`config.mk`:
```
export PLATFORM = sky130hd
export DESIGN_NAME = full_hk_rclk
export DESIGN_NICKNAME = d
export VERILOG_FILES = /design/src/rtl/full_hk_pkg.sv /design/src/rtl/full_hk_sync.sv /design/src/rtl/full_hk_rclk.sv
export SDC_FILE = /design/constraint.sdc
export NUM_CORES = 1
export LEC_CHECK = 0
export ABC_AREA = 1
export CAP_MARGIN = 20
export CORE_MARGIN = 2
export CORE_UTILIZATION = 48
export DETAILED_ROUTE_END_ITERATION = 8
export MAX_ROUTING_LAYER = met4
export PLACE_DENSITY = 0.85
export SYNTH_ARGS = -nofsm -noshare
export SYNTH_HDL_FRONTEND = slang
export SYNTH_SLANG_ARGS = --single-unit
```
`constraint.sdc`:
```
create_clock -name clk -period 2.45 [get_ports clk]
set_input_delay 0.3675 -clock clk [delete_from_list [all_inputs] [get_ports clk]]
set_output_delay 0.3675 -clock clk [all_outputs]
set_load 0.1 [all_outputs]
```
`src/rtl/full_hk_pkg.sv`:
```
// Shared types and constants for the full-handshake CDC blocks.
// FULL_HK_RD_SYNC3_EN selects a 3-flop request synchronizer instead of 2.
package full_hk_pkg;

  localparam int HK_DATA_W = 32;
  localparam int HK_CNT_W  = 16;

`ifdef FULL_HK_RD_SYNC3_EN
  localparam int HK_SYNC_STAGES = 3;
`else
  localparam int HK_SYNC_STAGES = 2;
`endif

  typedef enum logic {
    IDLE = 1'b0,
    ACK  = 1'b1
  } hk_rd_state_t;

endpackage

```
`src/rtl/full_hk_sync.sv`:
```
// N-stage single-bit synchronizer, async active-high reset to 0.
module full_hk_sync #(
  parameter int STAGES = 2
) (
  input  logic clk,
  input  logic rst,
  input  logic d,
  output logic q
);

  logic [STAGES-1:0] sync_q, sync_d;

  always_comb sync_d = {sync_q[STAGES-2:0], d};

  always_ff @(posedge clk or posedge rst) begin
    if (rst) sync_q <= '0;
    else     sync_q <= sync_d;
  end

  assign q = sync_q[STAGES-1];

endmodule

```
`src/rtl/full_hk_rclk.sv`:
```
// Read-domain end of the four-phase full handshake: capture held wr_data into
// a one-entry output buffer and ack. FULL_HK_RD_SYNC3_EN deepens the wr_vld sync.
module full_hk_rclk
  import full_hk_pkg::*;
#(
  parameter int DATA_W = HK_DATA_W,
  parameter int CNT_W  = HK_CNT_W
) (
  input  logic              clk,
  input  logic              rst,
  input  logic              wr_vld,
  input  logic [DATA_W-1:0] wr_data,
  output logic              rd_ack,
  output logic              out_vld,
  output logic [DATA_W-1:0] out_data,
  input  logic              out_rdy,
  output logic [CNT_W-1:0]  xfer_cnt
);

  logic              vld_s;
  logic              capture;
  logic              consume;
  hk_rd_state_t      state_q, state_d;
  logic              rd_ack_q, rd_ack_d;
  logic              out_vld_q, out_vld_d;
  logic [DATA_W-1:0] out_data_q, out_data_d;
  logic [CNT_W-1:0]  xfer_cnt_q, xfer_cnt_d;

  full_hk_sync #(.STAGES(HK_SYNC_STAGES)) u_vld_sync (
    .clk (clk),
    .rst (rst),
    .d   (wr_vld),
    .q   (vld_s)
  );

  assign consume = out_vld_q & out_rdy;
  // Only capture into a free (or freeing) buffer; otherwise withhold the ack.
  assign capture = (state_q == IDLE) & vld_s & (~out_vld_q | out_rdy);

  always_comb begin
    state_d    = state_q;
    rd_ack_d   = rd_ack_q;
    out_vld_d  = out_vld_q;
    out_data_d = out_data_q;
    xfer_cnt_d = xfer_cnt_q;
    if (consume) out_vld_d = 1'b0;
    case (state_q)
      IDLE: begin
        if (capture) begin
          out_data_d = wr_data;
          out_vld_d  = 1'b1;
          xfer_cnt_d = xfer_cnt_q + CNT_W'(1);
          rd_ack_d   = 1'b1;
          state_d    = ACK;
        end
      end
      ACK: begin
        if (!vld_s) begin
          rd_ack_d = 1'b0;
          state_d  = IDLE;
        end
      end
      default: begin
        rd_ack_d = 1'b0;
        state_d  = IDLE;
      end
    endcase
  end

  always_ff @(posedge clk or posedge rst) begin
    if (rst) begin
      state_q    <= IDLE;
      rd_ack_q   <= 1'b0;
      out_vld_q  <= 1'b0;
      out_data_q <= '0;
      xfer_cnt_q <= '0;
    end else begin
      state_q    <= state_d;
      rd_ack_q   <= rd_ack_d;
      out_vld_q  <= out_vld_d;
      out_data_q <= out_data_d;
      xfer_cnt_q <= xfer_cnt_d;
    end
  end

  assign rd_ack   = rd_ack_q;
  assign out_vld  = out_vld_q;
  assign out_data = out_data_q;
  assign xfer_cnt = xfer_cnt_q;

endmodule

```
==> flow_summary.ini <==
[clock_tree]
cts_made_buffers = 5
clk_pin_slew_ns = 0.09
cts_resized = 0
cts_root_buffer = clkbuf_8
cts_buffer_depth = 2
clk-insertion-delay-late_ns = 0.30
cts_hold_buf = 0
h-tree-depth = 2
post_cts_buffers = 0
cts_tree = yes
cts_sinks = 53

[yosys]
synth_xor_area_share_pct = 3.30
syn_inst = 258
synth_nets = 295
syn_area_mm2 = 0.00235
syn_avg_cell_area_um2 = 9.11
synth_compound_area_share_pct = 0.639
synth_top_family_by_area = simple AND/OR/NAND/NOR gates
synth_most_common_cell = nand2_1
synth-main-ff-cell = dfrtp_1
synthMuxAreaShare_pct = 0
synth-seq-cells = 53
synthSimpleGateAreaFrac_pct = 33.1
synth_area_leaders = dfrtp_1 56%, nand2_1 19%, nand2_2 3.7%
synth-seq-area-share_pct = 56.4
synth_fa_ha_area_share_pct = 0.532
synth-edff-count = 0
async_flop_share_pct = 100
synth_cell_types = 28
netlist.top_cell.by_area = dfrtp_1
ys.warnings.count = 0
synth_common_cells = 118 x nand2_1, 53 x dfrtp_1, 17 x inv_1, 14 x nand2_2
synth_top_area_share_pct = 56.4

[setup_path]
r2r-start = state_q
crit_top_cell = nand2_1
crit_fanout = 29
cp_slowest_stage_delay_ns = 0.48
worstSetupStartpointType = primary input
r2r_cells = 6
crit_slowest_cell = clkdlybuf4s50_1
critPathKind = primary input to flip-flop
path_cells = clkdlybuf4s50_1, inv_1, nand2_1, nand2_4, nor2_4, nand3_1, nand2_1, nand2_1
endpoint_kind = flip-flop
reg2reg_setup_slack_ns = 1.02
critPathRequiredTime_ns = 2.65
r2r-end = out_data[9]
critPathArrivalTime_ns = 1.79

[sta]
finalSetupViolations = 0
drv_slew = 0
postLayoutSetupSlackWorst_ns = 0.858
setup_tns_ns = 0
fmax_ghz = 0.628
skew_ns = 0.00344
hold_violations = 0
layout_min_cycle_time_ns = 1.59
fin_hold_ws_ns = 0.361
worst_pin_slew_ns = 0.539
rsz0062_at_grt = false
max_slew_margin_pct = 64.0
layout_worst_path_cycle_share_pct = 65.0

[grt]
grt_max_degree = 30
grt_antenna_before_repair = 0
grt_overflow = 0
grt_usage_pct = 20.2
grt_pass1_wl_mm = 8.21
grt_pass1_vias = 1807

[run]
maxCapViolCount = 0

[place]
post-dp-hpwl_mm = 3.78
gp_congestion = 0.936
port_buffers = 85
placed_area_mm2 = 0.00312
pre_cts_slack_ns = 0.525

[power]
power_uw = 3320
power_density_mw_per_mm2 = 1030
irDropWorstVdd_v = 0.000542
power_leakage_uw = 0.00169

[hold_path]
hold_depth = 0
hold_path.class = flip-flop to flip-flop
holdCritStartpoint = u_vld_sync.sync_q[0]
min_to = u_vld_sync.sync_q[1]

[detailed_routing]
ant_nets = 0
drc = 0
drtIter0Drc = 165
drt-total-wl_mm = 5.05
via_per_inst = 4.58
dr.pass1.iters = 4
vias = 1899
post_drt_wl_per_cell_um = 12.2

[floorplanning]
chipWidth_um = 74.0
start_util_pct = 49.8
dieArea_mm2 = 0.00547
row_count = 25
boundaryPins = 86
dieHeight_um = 74.0
core_area_mm2 = 0.00472

[final_layout]
diodes = 0
drive_gt1_share_pct = 26.1
synthToLayoutAreaGrowth_pct = 37.5
finalNetCount = 384
fin_area_mm2 = 0.00323

[run_status]
status = completed
==> logic make-up after synthesis <==
logic type,Yosys count
buf+inv,26
xor+xnor,8
compound gates,3
flops,53
simple gates,167
fa+ha+maj,1
==> placed cells by master (no fill, tap or decap), types with 3 or more instances in the layout <==
| master | count |
|---|---|
| nand4_1 | 3 |
| buf_4 | 54 |
| clkbuf_8 | 5 |
| clkdlybuf4s50_1 | 35 |
| nor2_4 | 5 |
| xor2_1 | 3 |
| nand2_1 | 118 |
| nand2_2 | 14 |
| nor2_2 | 3 |
| dfrtp_1 | 53 |
| nand3_1 | 7 |
| inv_1 | 16 |
| xnor2_1 | 4 |
| nor2_1 | 7 |
==> per-layer routing <==
layer	GRT usage [%]	up-vias	share of wire [%]
met5	-	-	0
met4	4.85	0	0.87
met3	5.01	5	6.4
met2	33.1	57	49
met1	25.4	880	44
li1	-	957	-
==> sequential cells by signal, indices dropped and copies added (netlist names) <==
register / flops
state_q: 1
out_data: 32
xfer_cnt: 16
out_vld: 1
u_vld_sync.sync_q: 2
rd_ack: 1
==> worst max-delay path, delay by kind of cell <==
| kind | cells | cell delay (ns) |
|---|---|---|
| buf+inv | 2 | 0.53 |
| simple gates | 6 | 0.89 |
==> power breakdown <==
group,switching [uW],leakage (uW),internal (uW)
sequential,126,0.000664,1020
clock,279,0.0000554,307
combinational,1260,0.000966,324
==> metrics by stage <==
| step | cells | utilization (%) |
|---|---|---|
| after floorplan | 258 | - |
| after global placement | 407 | 66.1 |
| after detailed placement | 407 | 66.1 |
| after CTS | 415 | 68.4 |
| after global routing | 415 | 68.4 |
| final | 415 | 68.4 |
==> area by class of cell <==
type	instances	area, um^2
clock buffers	6	72.6
inverters	19	71.3
multi-input cells	179	883
well taps	67	83.8
clock inverters	2	38.8
flip-flops and latches	53	1330
fillers	365	1490
repair buffers	89	756
==> worst max-delay path by stage <==
| stage | startpoint | endpoint | slack, ns | cells past startpoint |
|---|---|---|---|---|
| 2_1_floorplan | xfer_cnt[1] | xfer_cnt[8] | 0.50 | 5 |
| 3_3_place_gp | out_rdy | xfer_cnt[15] | 0.62 | 8 |
| 3_5_place_dp | out_rdy | xfer_cnt[15] | 0.53 | 8 |
| 4_1_cts | out_rdy | xfer_cnt[15] | 0.84 | 8 |
| 5_1_grt | out_rdy | xfer_cnt[15] | 0.74 | 8 |
| 6_report | out_rdy | xfer_cnt[15] | 0.86 | 8 |
Note: power is estimated with default switching activity, not from simulation.
==> RTL edit 1 (same flow settings) <==
Set the package constant `HK_CNT_W` to 24 (it was 16).
--- a/src/rtl/full_hk_pkg.sv
+++ b/src/rtl/full_hk_pkg.sv
@@ -3,7 +3,7 @@
 package full_hk_pkg;
 
   localparam int HK_DATA_W = 32;
-  localparam int HK_CNT_W  = 16;
+  localparam int HK_CNT_W  = 24;
 
 `ifdef FULL_HK_RD_SYNC3_EN
   localparam int HK_SYNC_STAGES = 3;
Interface: changed (resized xfer_cnt); port bits go from 86 to 94. The function was not compared with the original's and may differ.
==> RTL edit 1 against the original RTL <==
  * Routed wire length rose by 7.7%
  * Register-to-register slack got worse by 60 ps
  * Setup slack got worse by 22 ps
  * Design area rose by 16%
  * Synthesized area rose by 13%
  * Cell count rose by 2.4%
  * Sequential cell count rose by 8
  * Power rose by 50%
==> RTL edit 1: results (changes against the original RTL) <==
Antenna cell count -> 0 (unchanged)
# setup viols final -> 0 (unchanged)
Via count -> 2049 (was 1899)
Share of cells above drive strength 1 -> 33.71% (was 26.15%)
Final layout net count -> 385 (was 384)
CP arrival -> 1830 ps (was 1790 ps)
Setup bufs post-CTS -> 0 (unchanged)
Flop2flop setup slack -> 960 ps (was 1020 ps)
VDD IR max -> 1186 uV (was 542.2 uV)
Clock transition at path regs -> 60 ps (was 90 ps)
Hold_ws -> 376.7 ps (was 360.9 ps)
Post_cts resized -> 0 (unchanged)
Synth Net Count -> 283 (was 295)
Max incr delay on CP -> 400 ps (was 480 ps)
HPWL Detailed -> 3.992 mm (was 3.784 mm)
Largest cells by area after synthesis -> dfrtp_1 (57%), mux2_2 (12%), nand2_1 (9.2%) (was dfrtp_1 (56%), nand2_1 (19%), nand2_2 (3.7%))
Netlist cell types -> 22 (was 28)
Worst-path fanout max -> 31 (was 29)
Max FFs per register -> 32 (unchanged)
Largest net degree at the start of global routing -> 36 (was 30)
Final min period -> 1614 ps (was 1592 ps)
Most frequent cells after synthesis -> nand2_1 (65), dfrtp_1 (61), mux2_2 (28) (was nand2_1 (118), dfrtp_1 (53), inv_1 (17))
Slew headroom -> 62.78% (was 64.04%)
CTS Hold Bufs -> 0 (unchanged)
Input/output buffers -> 93 (was 85)
Asr flop ratio synth -> 100.0% (unchanged)
Htree depth -> 3 (was 2)
Antenna violations before repair -> 0 (unchanged)
Post-place setup slack -> 492.7 ps (was 525.0 ps)
Fillcell total -> 427 (was 365)
DR iter-0 viols -> 144 (was 165)
CTS max path bufs -> 2 (unchanged)
Post-Route WL -> 5.441 mm (was 5.053 mm)
Pleak -> 1.807 nW (was 1.686 nW)
Global Route Usage Sum -> 19.87% (was 20.20%)
Status -> finished, final reports clean (unchanged)
First-pass GRT wire length -> 9.142 mm (was 8.211 mm)
Hold Path Class -> flip-flop to flip-flop (unchanged)
TritonCTS Buffers -> 9 (was 5)
CTS root buf -> clkbuf_8 (unchanged)
Clk Latency, worst-skew pair -> 330 ps (was 300 ps)
Routability cong. -> 0.8468 (was 0.9362)
Syn. warnings -> 0 (unchanged)
Slowest cell on the critical path -> clkdlybuf4s50_1 (unchanged)
Initial DRT Pass Iterations -> 4 (unchanged)
Sequential share of the synthesized area -> 57.49% (was 56.41%)
Ys flop type -> dfrtp_1 (unchanged)
CP top delay family -> buffers and inverters (was simple AND/OR/NAND/NOR gates)
Clock Skew -> 4.879 ps (was 3.440 ps)
[RTL edit 1: cells by family after synthesis]
kind of cell    after synthesis  synth area share (%)
simple gates                116                 19.32
xor+xnor                     12                 3.959
compound gates                3                0.5653
mux                          33                 14.70
buf+inv                      20                 3.487
flops                        61                 57.49
fa+ha+maj                     1                0.4712
[RTL edit 1: area by class of cell]
cell class,count,share of cell area (%)
inverters,16,1.602
clock buffers,12,4.406
well taps,72,2.403
flip-flops and latches,61,40.72
clock inverters,4,1.202
repair buffers,95,22.03
multi-input cells,165,27.64
[RTL edit 1: stage by stage]
stage / cell area, um^2 / std cells
2_1_floorplan: 2655 / 246
3_3_place_gp: 3538 / 409
3_5_place_dp: 3538 / 409
4_1_cts: 3749 / 425
5_1_grt: 3749 / 425
6_report: 3749 / 425
[RTL edit 1: report_power, final]
group | internal [mW] | switching [mW]
registers | 1.25 | 0.176
logic | 0.585 | 2.06
clock network | 0.548 | 0.370
total | 2.38 | 2.60
[RTL edit 1: worst reg2reg max path, stage by stage, from the launching register on]
cell and delay, ps:
dfrtp_1 350, nand2_1 140, nand2_2 280, buf_12 240
mux2_2 370
[RTL edit 1: final timing paths]
kind	cells past startpoint	startpoint	end
setup / recovery	6	out_rdy	out_data[16]
hold / removal	0	u_vld_sync.sync_q[0]	u_vld_sync.sync_q[1]
setup reg to reg	4	out_vld	out_data[16]
hold reg to reg	0	u_vld_sync.sync_q[0]	u_vld_sync.sync_q[1]
max in group asynchronous	3	rst	xfer_cnt[15]
min in group asynchronous	2	rst	out_data[20]
[RTL edit 1: metal layers]
metal  global-route usage, %  vias to the layer above  share of wire, %
met2                   31.21                       88                47
li1                        -                      989                 -
met5                       -                        -                 0
met4                   10.88                        0               2.3
met1                   24.12                      960                44
met3                   4.253                       12               6.7
==> RTL edit 2 (same flow settings) <==
Made on the original files. Register the output `xfer_cnt` once more; this adds one clock of latency there. The other outputs are not delayed to match.
--- a/src/rtl/full_hk_rclk.sv
+++ b/src/rtl/full_hk_rclk.sv
@@ -86,7 +86,9 @@
   assign rd_ack   = rd_ack_q;
   assign out_vld  = out_vld_q;
   assign out_data = out_data_q;
-  assign xfer_cnt = xfer_cnt_q;
+  always_ff @(posedge clk) begin
+    xfer_cnt <= xfer_cnt_q;
+  end
 
 endmodule
 
Check against the original RTL: not equivalent (a bounded check fails within 4 cycles, from zero or initial values and one cycle with rst high).
==> RTL edit 2 against the original RTL <==
  * Sequential share of layout area up 4.7 points
  * Hold slack better by 12 ps
  * Synthesized area up 13%
  * Design area up 11%
  * Setup slack worse by 120 ps
  * Sequential cell count up 16
  * Critical path type is now flip-flop to flip-flop
  * Register-to-register slack worse by 280 ps
  * Routed wire length up 15%
  * Non-clock buffer count down 1
  * Power up 46%
  * Combinational power up 55%
==> RTL edit 2: results (changes against the original RTL) <==
Status -> finished, final reports clean (unchanged)
Clock Skew -> 6.911 ps (was 3.440 ps)
TNS Setup -> 0 ps (unchanged)
Comb. pwr -> 2.47 mW (was 1.59 mW)
DR iter-0 viols -> 99 (was 165)
Cell total after placement -> 440 (was 407)
Mean post-synth cell area -> 9.138 um^2 (was 9.112 um^2)
Routability cong. -> 0.8259 (was 0.9362)
Via count -> 2222 (was 1899)
Netlist cell types -> 21 (was 28)
Pleak -> 1.845 nW (was 1.686 nW)
First-pass GRT wire length -> 9.908 mm (was 8.211 mm)
Final layout net count -> 416 (was 384)
Largest net degree at the start of global routing -> 37 (was 30)
Clk. pwr -> 771 uW (was 586 uW)
Flop2flop setup slack -> 740 ps (was 1020 ps)
Combinational Power Share -> 51.1% (was 47.9%)
XOR/XNOR Fraction of Synth Area -> 1.653% (was 3.300%)
Sw Share -> 53.32% (was 50.35%)
GR Layer Usage met2 -> 35.09% (was 33.13%)
Wire per inst -> 12.78 um (was 12.18 um)
Fillcell total -> 469 (was 365)
VDD IR max -> 997.7 uV (was 542.2 uV)
Max incr delay on CP -> 440 ps (was 480 ps)
Worst-margin pin slew -> 506.2 ps (was 538.6 ps)
Slowest cell on the critical path -> dfrtp_1 (was clkdlybuf4s50_1)
WS Path Type -> flip-flop to flip-flop (was input port to flip-flop)
Met3 routed WL -> 476 um (was 322 um)
Via-per-instance ratio -> 4.884 (was 4.576)
Largest cells by area after synthesis -> dfrtp_1 (50%), nand2_1 (15%), dfxtp_1 (12%) (was dfrtp_1 (56%), nand2_1 (19%), nand2_2 (3.7%))
Final min period -> 1714 ps (was 1592 ps)
Post-Synth Adder-Cell Area -> 0.4721% (was 0.5322%)
Clock transition at path regs -> 70 ps (was 90 ps)
Input/output buffers -> 85 (unchanged)
Met2 wire len -> 2.775 mm (was 2.467 mm)
DRC viols -> 0 (unchanged)
Hold Path Class -> input port to asynchronous set/reset pin (was flip-flop to flip-flop)
Met3 layer usage reported by global route -> 7.471% (was 5.014%)
Most frequent cells after synthesis -> nand2_1 (103), dfrtp_1 (53), nand3_1 (47) (was nand2_1 (118), dfrtp_1 (53), inv_1 (17))
M1 WL -> 2.425 mm (was 2.218 mm)
Hold_ws -> 373.1 ps (was 360.9 ps)
Mux share of post-synthesis cell area -> 0% (unchanged)
CP arrival -> 1950 ps (was 1790 ps)
Worst-path fanout max -> 36 (was 29)
Share of cells above drive strength 1 -> 19.58% (was 26.15%)
Sequential share of the synthesized area -> 62.13% (was 56.41%)
Compound-Gate Fraction of Synth Area -> 1.133% (was 0.6386%)
Clk Latency, worst-skew pair -> 340 ps (was 300 ps)
Post-place setup slack -> 728.3 ps (was 525.0 ps)
Met1 usage -> 24.58% (was 25.36%)
Post-place instance area -> 3442 um^2 (was 3120 um^2)
Asr flop ratio synth -> 76.81% (was 100.0%)
Global Route Usage Sum -> 21.91% (was 20.20%)
Synth Net Count -> 327 (was 295)
TritonCTS Buffers -> 9 (was 5)
Antenna cell count -> 0 (unchanged)
HPWL Detailed -> 4.135 mm (was 3.784 mm)
Htree depth -> 3 (was 2)
[RTL edit 2: changes by cell type in the layout (fill, tap and decap cells not counted), moves of 4 or more]
cell	before	now
nor2_4	5	0
dfxtp_1	0	16
nand2_2	14	1
nand3_1	7	47
nor2_1	7	13
clkbuf_8	5	10
nand2_1	118	103
o21ai_0	2	6
inv_1	16	23
[RTL edit 2: cell type report]
class	instances	area (um^2)	area share, %
flip-flops and latches	69	1647	45.73
repair buffers	88	760.7	21.13
inverters	25	93.84	2.606
clock buffers	13	148.9	4.135
well taps	72	90.09	2.502
clock inverters	2	10.01	0.2780
multi-input cells	186	850.8	23.63
[RTL edit 2: final timing paths]
path                                             end  depth (start not counted)
worst min-delay path                    out_data[15]                          2
max in group asynchronous              xfer_cnt_q[3]                          3
worst min register to register  u_vld_sync.sync_q[1]                          0
min in group clk                u_vld_sync.sync_q[1]                          0
worst max-delay path                  xfer_cnt_q[14]                          6
worst max register to register        xfer_cnt_q[14]                          6
